--- src/rtl/popcount_pipe.sv ---
// -----------------------------------------------------------------------------
// popcount_pipe
//
// Streaming population-count engine. It counts the set bits of each WIDTH-bit
// input beat and accumulates the counts across the beats of a packet. It emits
// one total per packet, on the beat that carries in_last. There are two
// pipeline stages:
//   stage 1 : per-half popcount of the incoming beat
//   stage 2 : packet accumulator and output register
// A single stall enable (en = !out_valid || out_ready) freezes both stages
// while a total is waiting for the consumer.
//
// Optional feature (macro POPCOUNT_PIPE_SAT_EN):
//   defined   -> the accumulator clamps at 2^ACC_WIDTH-1. A sticky flag
//                records any clamp within a packet and is reported on out_sat.
//   undefined -> the accumulator wraps modulo 2^ACC_WIDTH, and out_sat is 0.
//
// Parameters:
//   WIDTH     : input beat width (power of two, >= 4)
//   ACC_WIDTH : accumulator / total width (>= $clog2(WIDTH)+1)
//
// Ports:
//   clk        : rising-edge clock
//   rst_n      : synchronous active-low reset
//   in_valid   : beat offered
//   in_ready   : beat can be accepted this cycle
//   in_data    : bit vector to count
//   in_last    : final beat of its packet
//   out_valid  : packet total available
//   out_ready  : consumer accepts the total
//   out_count  : packet popcount total
//   out_sat    : total was clamped (saturation builds only)
// -----------------------------------------------------------------------------
module popcount_pipe #(
    parameter int WIDTH     = 16,
    parameter int ACC_WIDTH = 16
) (
    input  logic                 clk,
    input  logic                 rst_n,
    input  logic                 in_valid,
    output logic                 in_ready,
    input  logic [WIDTH-1:0]     in_data,
    input  logic                 in_last,
    output logic                 out_valid,
    input  logic                 out_ready,
    output logic [ACC_WIDTH-1:0] out_count,
    output logic                 out_sat
);

    localparam int HALF = WIDTH / 2;
    localparam int CW   = $clog2(WIDTH);

    // A half-width count reaches at most WIDTH/2, which fits in $clog2(WIDTH) bits.
    function automatic logic [CW-1:0] popcount_half(input logic [HALF-1:0] v);
        logic [CW-1:0] n;
        n = '0;
        for (int i = 0; i < HALF; i++) begin
            n = n + CW'(v[i]);
        end
        return n;
    endfunction

`ifdef POPCOUNT_PIPE_SAT_EN
    // Returns {clamped, sum}. The sum is pinned at all-ones when the add carries out.
    function automatic logic [ACC_WIDTH:0] sat_add(input logic [ACC_WIDTH-1:0] a,
                                                   input logic [ACC_WIDTH-1:0] b);
        logic [ACC_WIDTH:0] s;
        s = {1'b0, a} + {1'b0, b};
        if (s[ACC_WIDTH]) begin
            s = {1'b1, {ACC_WIDTH{1'b1}}};
        end
        return s;
    endfunction
`endif

    logic                 w_en;
    logic                 r_s1_valid;
    logic                 r_s1_last;
    logic [CW-1:0]        r_s1_lo;
    logic [CW-1:0]        r_s1_hi;
    logic [ACC_WIDTH-1:0] r_acc;
    logic                 r_out_valid;
    logic [ACC_WIDTH-1:0] r_out_count;
    logic [ACC_WIDTH-1:0] w_beat_sum;
    logic [ACC_WIDTH-1:0] w_tot;

    // The stall depends only on the output side, so in_ready never waits on in_valid.
    assign w_en     = !r_out_valid || out_ready;
    assign in_ready = w_en;

    // ---- stage 1: split popcount --------------------------------------------
    always_ff @(posedge clk) begin
        if (!rst_n) begin
            r_s1_valid <= 1'b0;
            r_s1_last  <= 1'b0;
        end else if (w_en) begin
            r_s1_valid <= in_valid;
            r_s1_last  <= in_last;
        end
    end

    always_ff @(posedge clk) begin
        if (w_en) begin
            r_s1_lo <= popcount_half(in_data[HALF-1:0]);
            r_s1_hi <= popcount_half(in_data[WIDTH-1:HALF]);
        end
    end

    // ---- stage 2: accumulate and emit ---------------------------------------
    assign w_beat_sum = ACC_WIDTH'(r_s1_lo) + ACC_WIDTH'(r_s1_hi);

`ifdef POPCOUNT_PIPE_SAT_EN
    logic w_clamp;
    logic r_acc_sat;
    logic r_out_sat;

    assign {w_clamp, w_tot} = sat_add(r_acc, w_beat_sum);

    always_ff @(posedge clk) begin
        if (!rst_n) begin
            r_acc_sat <= 1'b0;
            r_out_sat <= 1'b0;
        end else if (w_en && r_s1_valid) begin
            if (r_s1_last) begin
                // A clamp on the last beat itself must still be reported.
                r_out_sat <= r_acc_sat | w_clamp;
                r_acc_sat <= 1'b0;
            end else begin
                r_acc_sat <= r_acc_sat | w_clamp;
            end
        end
    end

    assign out_sat = r_out_sat;
`else
    assign w_tot   = r_acc + w_beat_sum;
    assign out_sat = 1'b0;
`endif

    always_ff @(posedge clk) begin
        if (!rst_n) begin
            r_acc       <= '0;
            r_out_valid <= 1'b0;
            r_out_count <= '0;
        end else if (w_en) begin
            if (r_s1_valid && r_s1_last) begin
                r_out_count <= w_tot;
                r_out_valid <= 1'b1;
                r_acc       <= '0;
            end else if (r_s1_valid) begin
                r_acc       <= w_tot;
                r_out_valid <= 1'b0;
            end else begin
                r_out_valid <= 1'b0;
            end
        end
    end

    assign out_valid = r_out_valid;
    assign out_count = r_out_count;

endmodule

--- config.mk ---
export PLATFORM = sky130hd
export DESIGN_NAME = popcount_pipe
export DESIGN_NICKNAME = d
export VERILOG_FILES = /design/src/rtl/popcount_pipe.sv
export SDC_FILE = /design/constraint.sdc
export NUM_CORES = 1
export LEC_CHECK = 0
export ABC_AREA = 1
export ABC_CLOCK_PERIOD_IN_PS = 3600
export CORE_MARGIN = 3
export CORE_UTILIZATION = 45
export DETAILED_ROUTE_END_ITERATION = 16
export HOLD_SLACK_MARGIN = 0.05
export PLACE_DENSITY = 0.76
export SLEW_MARGIN = 0
export SYNTH_ARGS = -nofsm -noshare
export SYNTH_HDL_FRONTEND = slang
export SYNTH_SLANG_ARGS = --single-unit
--- constraint.sdc ---
create_clock -name clk -period 3.6 [get_ports clk]
set_input_delay 0.72 -clock clk [delete_from_list [all_inputs] [get_ports clk]]
set_output_delay 0.72 -clock clk [all_outputs]
set_load 0.05 [all_outputs]
==> qor.yml, run 1 <==
run_status:
  status: "finished clean"
floorplan:
  die_h_um: 81.3
  rows: 26
  num_io_pins: 40
  start_util_pct: 48.2
  die_area_um2: 6610
  die_width_um: 81.3
  core_area_um2: 5300
cts:
  clk_pin_slew_worst_paths_ns: 0.08
  hold_buffers: 0
  cts_sinks: 43
  htree_num_levels: 2
  cts_tree: "done"
  root_buffer: "clkbuf_8"
  clock_latency_ns: 0.29
  clock_path_buffers: 2
  cts_made_buffers: 5
  cts_resized: 0
  cts_setup_buffers: 0
final_layout:
  register_area_um2: 941
  instances_no_fill: 437
  syn2layout_area_growth_pct: 19.8
  stdcell_area_um2: 3060
  nFillCells: 476
  drive_gt1_share_pct: 7.36
  final_core_util_pct: 57.7
  diodes: 0
  multi_input_area_um2: 1350
  nNetsFinal: 411
  mostFrequentLayoutCells: "79 x nand2_1, 53 x inv_1, 38 x clkdlybuf4s50_1, 35 x dfxtp_1, 34 x nor2_1"
  final_common_cell: "nand2_1"
sta:
  setup-tns-final_ns: 0
  finalSetupViolations: 0
  relSlewSlack_pct: 51.6
  tightestPinTransition_ns: 0.726
  finalHoldViolations: 0
  whs_ns: 0.480
  finalMaxSlewViolations: 0
  rsz0062_at_grt: "no"
  fin_skew_ns: 0.00834
  period_minus_slack_ns: 3.44
  fin_crit_sh_pct: 95.5
  clock.fmax_ghz: 0.291
synthesis:
  synth_cell_types: 31
  syn_avg_cell_area_um2: 7.79
  synth_area_um2: 2550
  yosys_warnings: 0
  ys_seq_area_share_pct: 36.8
  ys_ff_latch: 43
  synthCells: 328
  syn_nets: 373
critical_path:
  worstReg2RegStart: "r_s1_lo[1]"
  start_kind: "input port"
  crit_type: "in -> reg"
  r2r_end: "r_acc[7]"
  r2r_slack_ns: 1.13
  critPathMaxFanout: 2
  end_kind: "register"
  startpoint: "in_data[8]"
  ff2ff_path_depth: 9
  required_ns: 3.64
  arrival_ns: 3.48
place:
  place_hpwl_mm: 3.75
  place_inst: 429
  place.gp.congestion: 0.903
  numPortBuffers: 38
  place_area_um2: 2970
global_routing:
  grt_usage_pct: 16.2
  grt_pass1_vias: 1951
  grt_max_degree: 29
  antenna_found_initial: 0
  overflow: 0
  grt_pass1_wl_mm: 8.36
detailed_routing:
  wl_per_cell_um: 11.2
  drtIter0Drc: 109
  viasPerCell: 4.79
  drt-total-wl_mm: 4.91
  dr_total_vias: 2094
  drc: 0
  drt_first_pass_iters: 4
  ant_nets: 0
pwr:
  powerDensity_nw_per_um2: 473
  peakVddDrop_v: 0.000267
  leakage_uw: 0.00139
run:
  drv_cap: 0
min_path:
  holdPathEnd: "r_acc[0]"
  whs_path_depth: 2
  hp-class: "reg -> reg"
  hold_start: "r_acc[0]"
[metal layers]
layer,up-vias,routed length [µm],GRT usage [%]
met5,-,0,0
met4,0,41,5.24
met3,6,205,3.22
met2,52,2520,28.7
met1,944,2140,19.4
li1,1092,-,-
[worst max-delay path, stage by stage]
cell and delay, ns:
clkdlybuf4s50_1 0.45, inv_1 0.05, fa_1 0.55, fa_1 0.42, fa_1 0.49, inv_1 0.04, ha_1 0.20, fa_1 0.38
xor2_1 0.17
[worst max-delay path by stage]
stage / endpoint / slack [ns] / depth (start not counted)
after floorplan: r_s1_hi[2] / 0.39 / 8
after global placement: r_s1_hi[2] / -0.10 / 9
after detailed placement: r_s1_hi[2] / -0.15 / 9
after CTS: r_s1_hi[2] / 0.16 / 9
after global routing: r_s1_lo[2] / 0.05 / 9
final: r_s1_hi[2] / 0.16 / 9
[area by class of cell]
cell class | instances | area share (%)
sequential | 43 | 30.8
multi-input combinational | 221 | 44.0
clock inverter | 1 | 0.164
inverter | 57 | 6.99
clock buffer | 7 | 2.82
tap | 70 | 2.86
timing repair buffer | 38 | 12.4
[cells in the mapped netlist, drive strengths merged]
cell type  instances  area (µm²)
nand4              1        6.26
fa                13         260
a21o               1        7.51
buf                7        53.8
conb               1        3.75
nor2              40         175
inv               57         214
nor3b              1        18.8
nand2             84         328
dfxtp             35         701
o211ai             1        7.51
xor2               5        43.8
ha                11         138
a21oi             20         104
a22oi              1        7.51
o21ai             11        55.1
nand3b             2        15.0
nor3               1        10.0
edfxtp             8         240
xnor2              2        17.5
nand3             26         148
[metrics by stage]
step	total power, µW	setup WS, ns
floorplan	978	0.393
global placement	1130	-0.102
detailed placement	1140	-0.154
CTS	1460	0.156
global route	1550	0.0457
finish	1450	0.161
[flip-flops by register name, summed over array words and instances, names as in the netlist]
name	cells
r_s1_lo	4
out_valid	1
r_s1_hi	4
r_s1_valid	1
r_acc	16
r_s1_last	1
out_count	16
[power breakdown]
| group | total, µW | internal (µW) | leakage (µW) | switching, µW |
|---|---|---|---|---|
| Clock | 312 | 155 | 0.0000482 | 158 |
| Combinational | 540 | 219 | 0.000967 | 321 |
| Sequential | 594 | 559 | 0.000372 | 34.3 |
[kinds of logic after synthesis]
| logic type | synth area share, % |
|---|---|
| compound gates | 7.10 |
| xor+xnor | 2.40 |
| fa+ha+maj | 15.6 |
| buf+inv | 10.5 |
| flops | 36.8 |
| other cells | 0.147 |
| simple gates | 27.4 |
(Power assumes the default switching activity.)
==> run 2: changes to the inputs <==
--- a/config.mk
+++ b/config.mk
@@ -8,10 +8,10 @@
 export ABC_AREA = 1
 export ABC_CLOCK_PERIOD_IN_PS = 3600
 export CORE_MARGIN = 3
-export CORE_UTILIZATION = 45
+export CORE_UTILIZATION = 54
 export DETAILED_ROUTE_END_ITERATION = 16
 export HOLD_SLACK_MARGIN = 0.05
-export PLACE_DENSITY = 0.76
+export PLACE_DENSITY = 0.87
 export SLEW_MARGIN = 0
 export SYNTH_ARGS = -nofsm -noshare
 export SYNTH_HDL_FRONTEND = slang
==> run 2 against run 1 <==
  * Critical path depth did not move
  * Total power grew 3.7%
  * Core utilization up 11 points
  * Die area is 15% lower
  * Clock power up 17%
  * Fmax fell by 0.57%
  * Via count is 3.0% higher
  * Clock skew is 0.0025 ns lower
  * Routed wire length grew 5.8%
  * Critical path type unchanged
  * Critical endpoint unchanged
==> qor.yml, run 2 (synthesis results as in run 1) <==
global_routing:
  grt_pass1_wl_mm: 8.92  # was 8.36 mm
  grt_max_degree: 29  # unchanged
  grt_pass1_vias: 2125  # was 1951
  antenna_found_initial: 0  # unchanged
  grt_usage_pct: 21.0  # was 16.2%
  overflow: 0  # unchanged
detailed_routing:
  drtIter0Drc: 136  # was 109
  drc: 0  # unchanged
  routed.top_layer: "met4"  # unchanged
  dr_wl_met2_mm: 2.81  # was 2.52 mm
  routedLengthMet1_mm: 2.04  # was 2.14 mm
  drt_first_pass_iters: 4  # unchanged
  viasPerCell: 5.15  # was 4.79
  ant_nets: 0  # unchanged
  dr_total_vias: 2157  # was 2094
  routed-wl-met3_um: 236  # was 205 µm
  wl_per_cell_um: 12.4  # was 11.2 µm
  drt-total-wl_mm: 5.20  # was 4.91 mm
sta:
  rsz0062_at_grt: "no"  # unchanged
  tightestPinTransition_ns: 0.721  # was 0.726 ns
  finalHoldViolations: 0  # unchanged
  period_minus_slack_ns: 3.46  # was 3.44 ns
  finalMaxSlewViolations: 0  # unchanged
  fin_skew_ns: 0.00586  # was 0.00834 ns
  relSlewSlack_pct: 51.9  # was 51.6%
  fin_crit_sh_pct: 96.1  # was 95.5%
  clock.fmax_ghz: 0.289  # was 0.291 GHz
  finalSetupViolations: 0  # unchanged
run:
  drv_cap: 0  # unchanged
min_path:
  hold_start: "r_acc[0]"  # unchanged
  hp-class: "reg -> reg"  # unchanged
final_layout:
  drive_gt1_share_pct: 7.63  # was 7.36%
  final_core_util_pct: 68.2  # was 57.7%
  stdcell_area_um2: 3050  # was 3060 µm²
  nNetsFinal: 411  # unchanged
  final_common_cell: "nand2_1"  # unchanged
  nFillCells: 351  # was 476
  diodes: 0  # unchanged
  instances_no_fill: 419  # was 437
  syn2layout_area_growth_pct: 19.5  # was 19.8%
  mostFrequentLayoutCells: "79 x nand2_1, 53 x inv_1, 38 x clkdlybuf4s50_1, 35 x dfxtp_1, 34 x nor2_1"  # unchanged
critical_path:
  cp_slowest_stage_delay_ns: 0.56  # was 0.55 ns
  arrival_ns: 3.53  # was 3.48 ns
  critPathTopFamily: "adder cells"  # unchanged
  r2r_end: "r_acc[9]"  # was r_acc[7]
  r2r_slack_ns: 1.09  # was 1.13 ns
  end_kind: "register"  # unchanged
  startpoint: "in_data[8]"  # unchanged
  path_buf_inv: 3  # unchanged
  worstReg2RegStart: "r_s1_lo[1]"  # unchanged
  critPathMaxFanout: 2  # unchanged
  ff2ff_path_depth: 9  # unchanged
  crit_type: "in -> reg"  # unchanged
  cp_common_cell: "fa_1"  # unchanged
  critPathSlowestCell: "fa_1"  # unchanged
  required_ns: 3.67  # was 3.64 ns
  crit_chain: "clkdlybuf4s50_1 > inv_1 > fa_1 > fa_1 > fa_1 > inv_1 > ha_1 > fa_1 > xor2_1"  # unchanged
  start_kind: "input port"  # unchanged
  cp.depth: 9  # unchanged
  crit_end: "r_s1_hi[2]"  # unchanged
place:
  place.gp.congestion: 0.885  # was 0.903
  place_area_um2: 2950  # was 2970 µm²
  place_hpwl_mm: 3.91  # was 3.75 mm
  place_inst: 411  # was 429
  numPortBuffers: 38  # unchanged
floorplan:
  start_util_pct: 57.1  # was 48.2%
  core_area_um2: 4470  # was 5300 µm²
  die_h_um: 74.8  # was 81.3 µm
  die_width_um: 74.8  # was 81.3 µm
  num_io_pins: 40  # unchanged
  die_area_um2: 5590  # was 6610 µm²
  rows: 24  # was 26
cts:
  root_buffer: "clkbuf_8"  # unchanged
  clock_path_buffers: 2  # unchanged
  htree_num_levels: 2  # unchanged
  cts_tree: "done"  # unchanged
  cts_resized: 0  # unchanged
  cts_made_buffers: 5  # unchanged
  cts_setup_buffers: 0  # unchanged
  clock_latency_ns: 0.31  # was 0.29 ns
  cts_sinks: 43  # unchanged
  clk_pin_slew_worst_paths_ns: 0.09  # was 0.08 ns
  hold_buffers: 0  # unchanged
pwr:
  powerDensity_nw_per_um2: 491  # was 473 nW/µm²
  power_uw: 1500  # was 1450 µW
  leakage_uw: 0.00139  # about the same
  peakVddDrop_v: 0.000377  # was 0.000267 V
run_status:
  status: "finished clean"  # unchanged
[run 2: per-layer routing]
metal / vias to the layer above / track usage, %
met1: 1006 / 23.6
li1: 1088 / -
met3: 10 / 4.14
met2: 53 / 38.8
met5: - / 0
met4: 0 / 8.30
[run 2: worst min-delay path by stage]
stage          endpoint  slack, ns  cells after the start
2_1_floorplan  r_acc[0]       0.44                      2
3_3_place_gp   r_acc[0]       0.45                      2
3_5_place_dp   r_acc[0]       0.47                      2
4_1_cts        r_acc[0]       0.48                      2
5_1_grt        r_acc[1]       0.51                      2
6_report       r_acc[0]       0.48                      2
[run 2: metrics by stage]
stage | hold WS (ns) | setup TNS, ns | setup slack (ns)
after detailed placement | 0.465 | -0.557 | -0.211
after global routing | 0.508 | 0 | 0.0584
after floorplan | 0.443 | 0 | 0.393
after global placement | 0.455 | -0.207 | -0.108
after CTS | 0.478 | 0 | 0.127
final | 0.481 | 0 | 0.141
[run 2: layout make-up]
cell class                 count  area [µm²]  share of cell area (%)
tap                           52        65.1                    2.13
clock inverter                 2        13.8                   0.451
sequential                    43         941                    30.8
inverter                      57         214                    7.01
clock buffer                   6        93.8                    3.07
multi-input combinational    221        1350                    44.1
timing repair buffer          38         380                    12.5
[run 2: worst min-delay path, delay by kind of cell (launching register included)]
family | cells | cell delay, ns
AOI/OAI and AO/OA | 1 | 0.06
DFF | 1 | 0.32
and+or+nand+nor | 1 | 0.06
[run 2: report_power, final]
part,switching (µW),internal (µW)
logic,323,219
registers,34.1,559
clock network,185,179
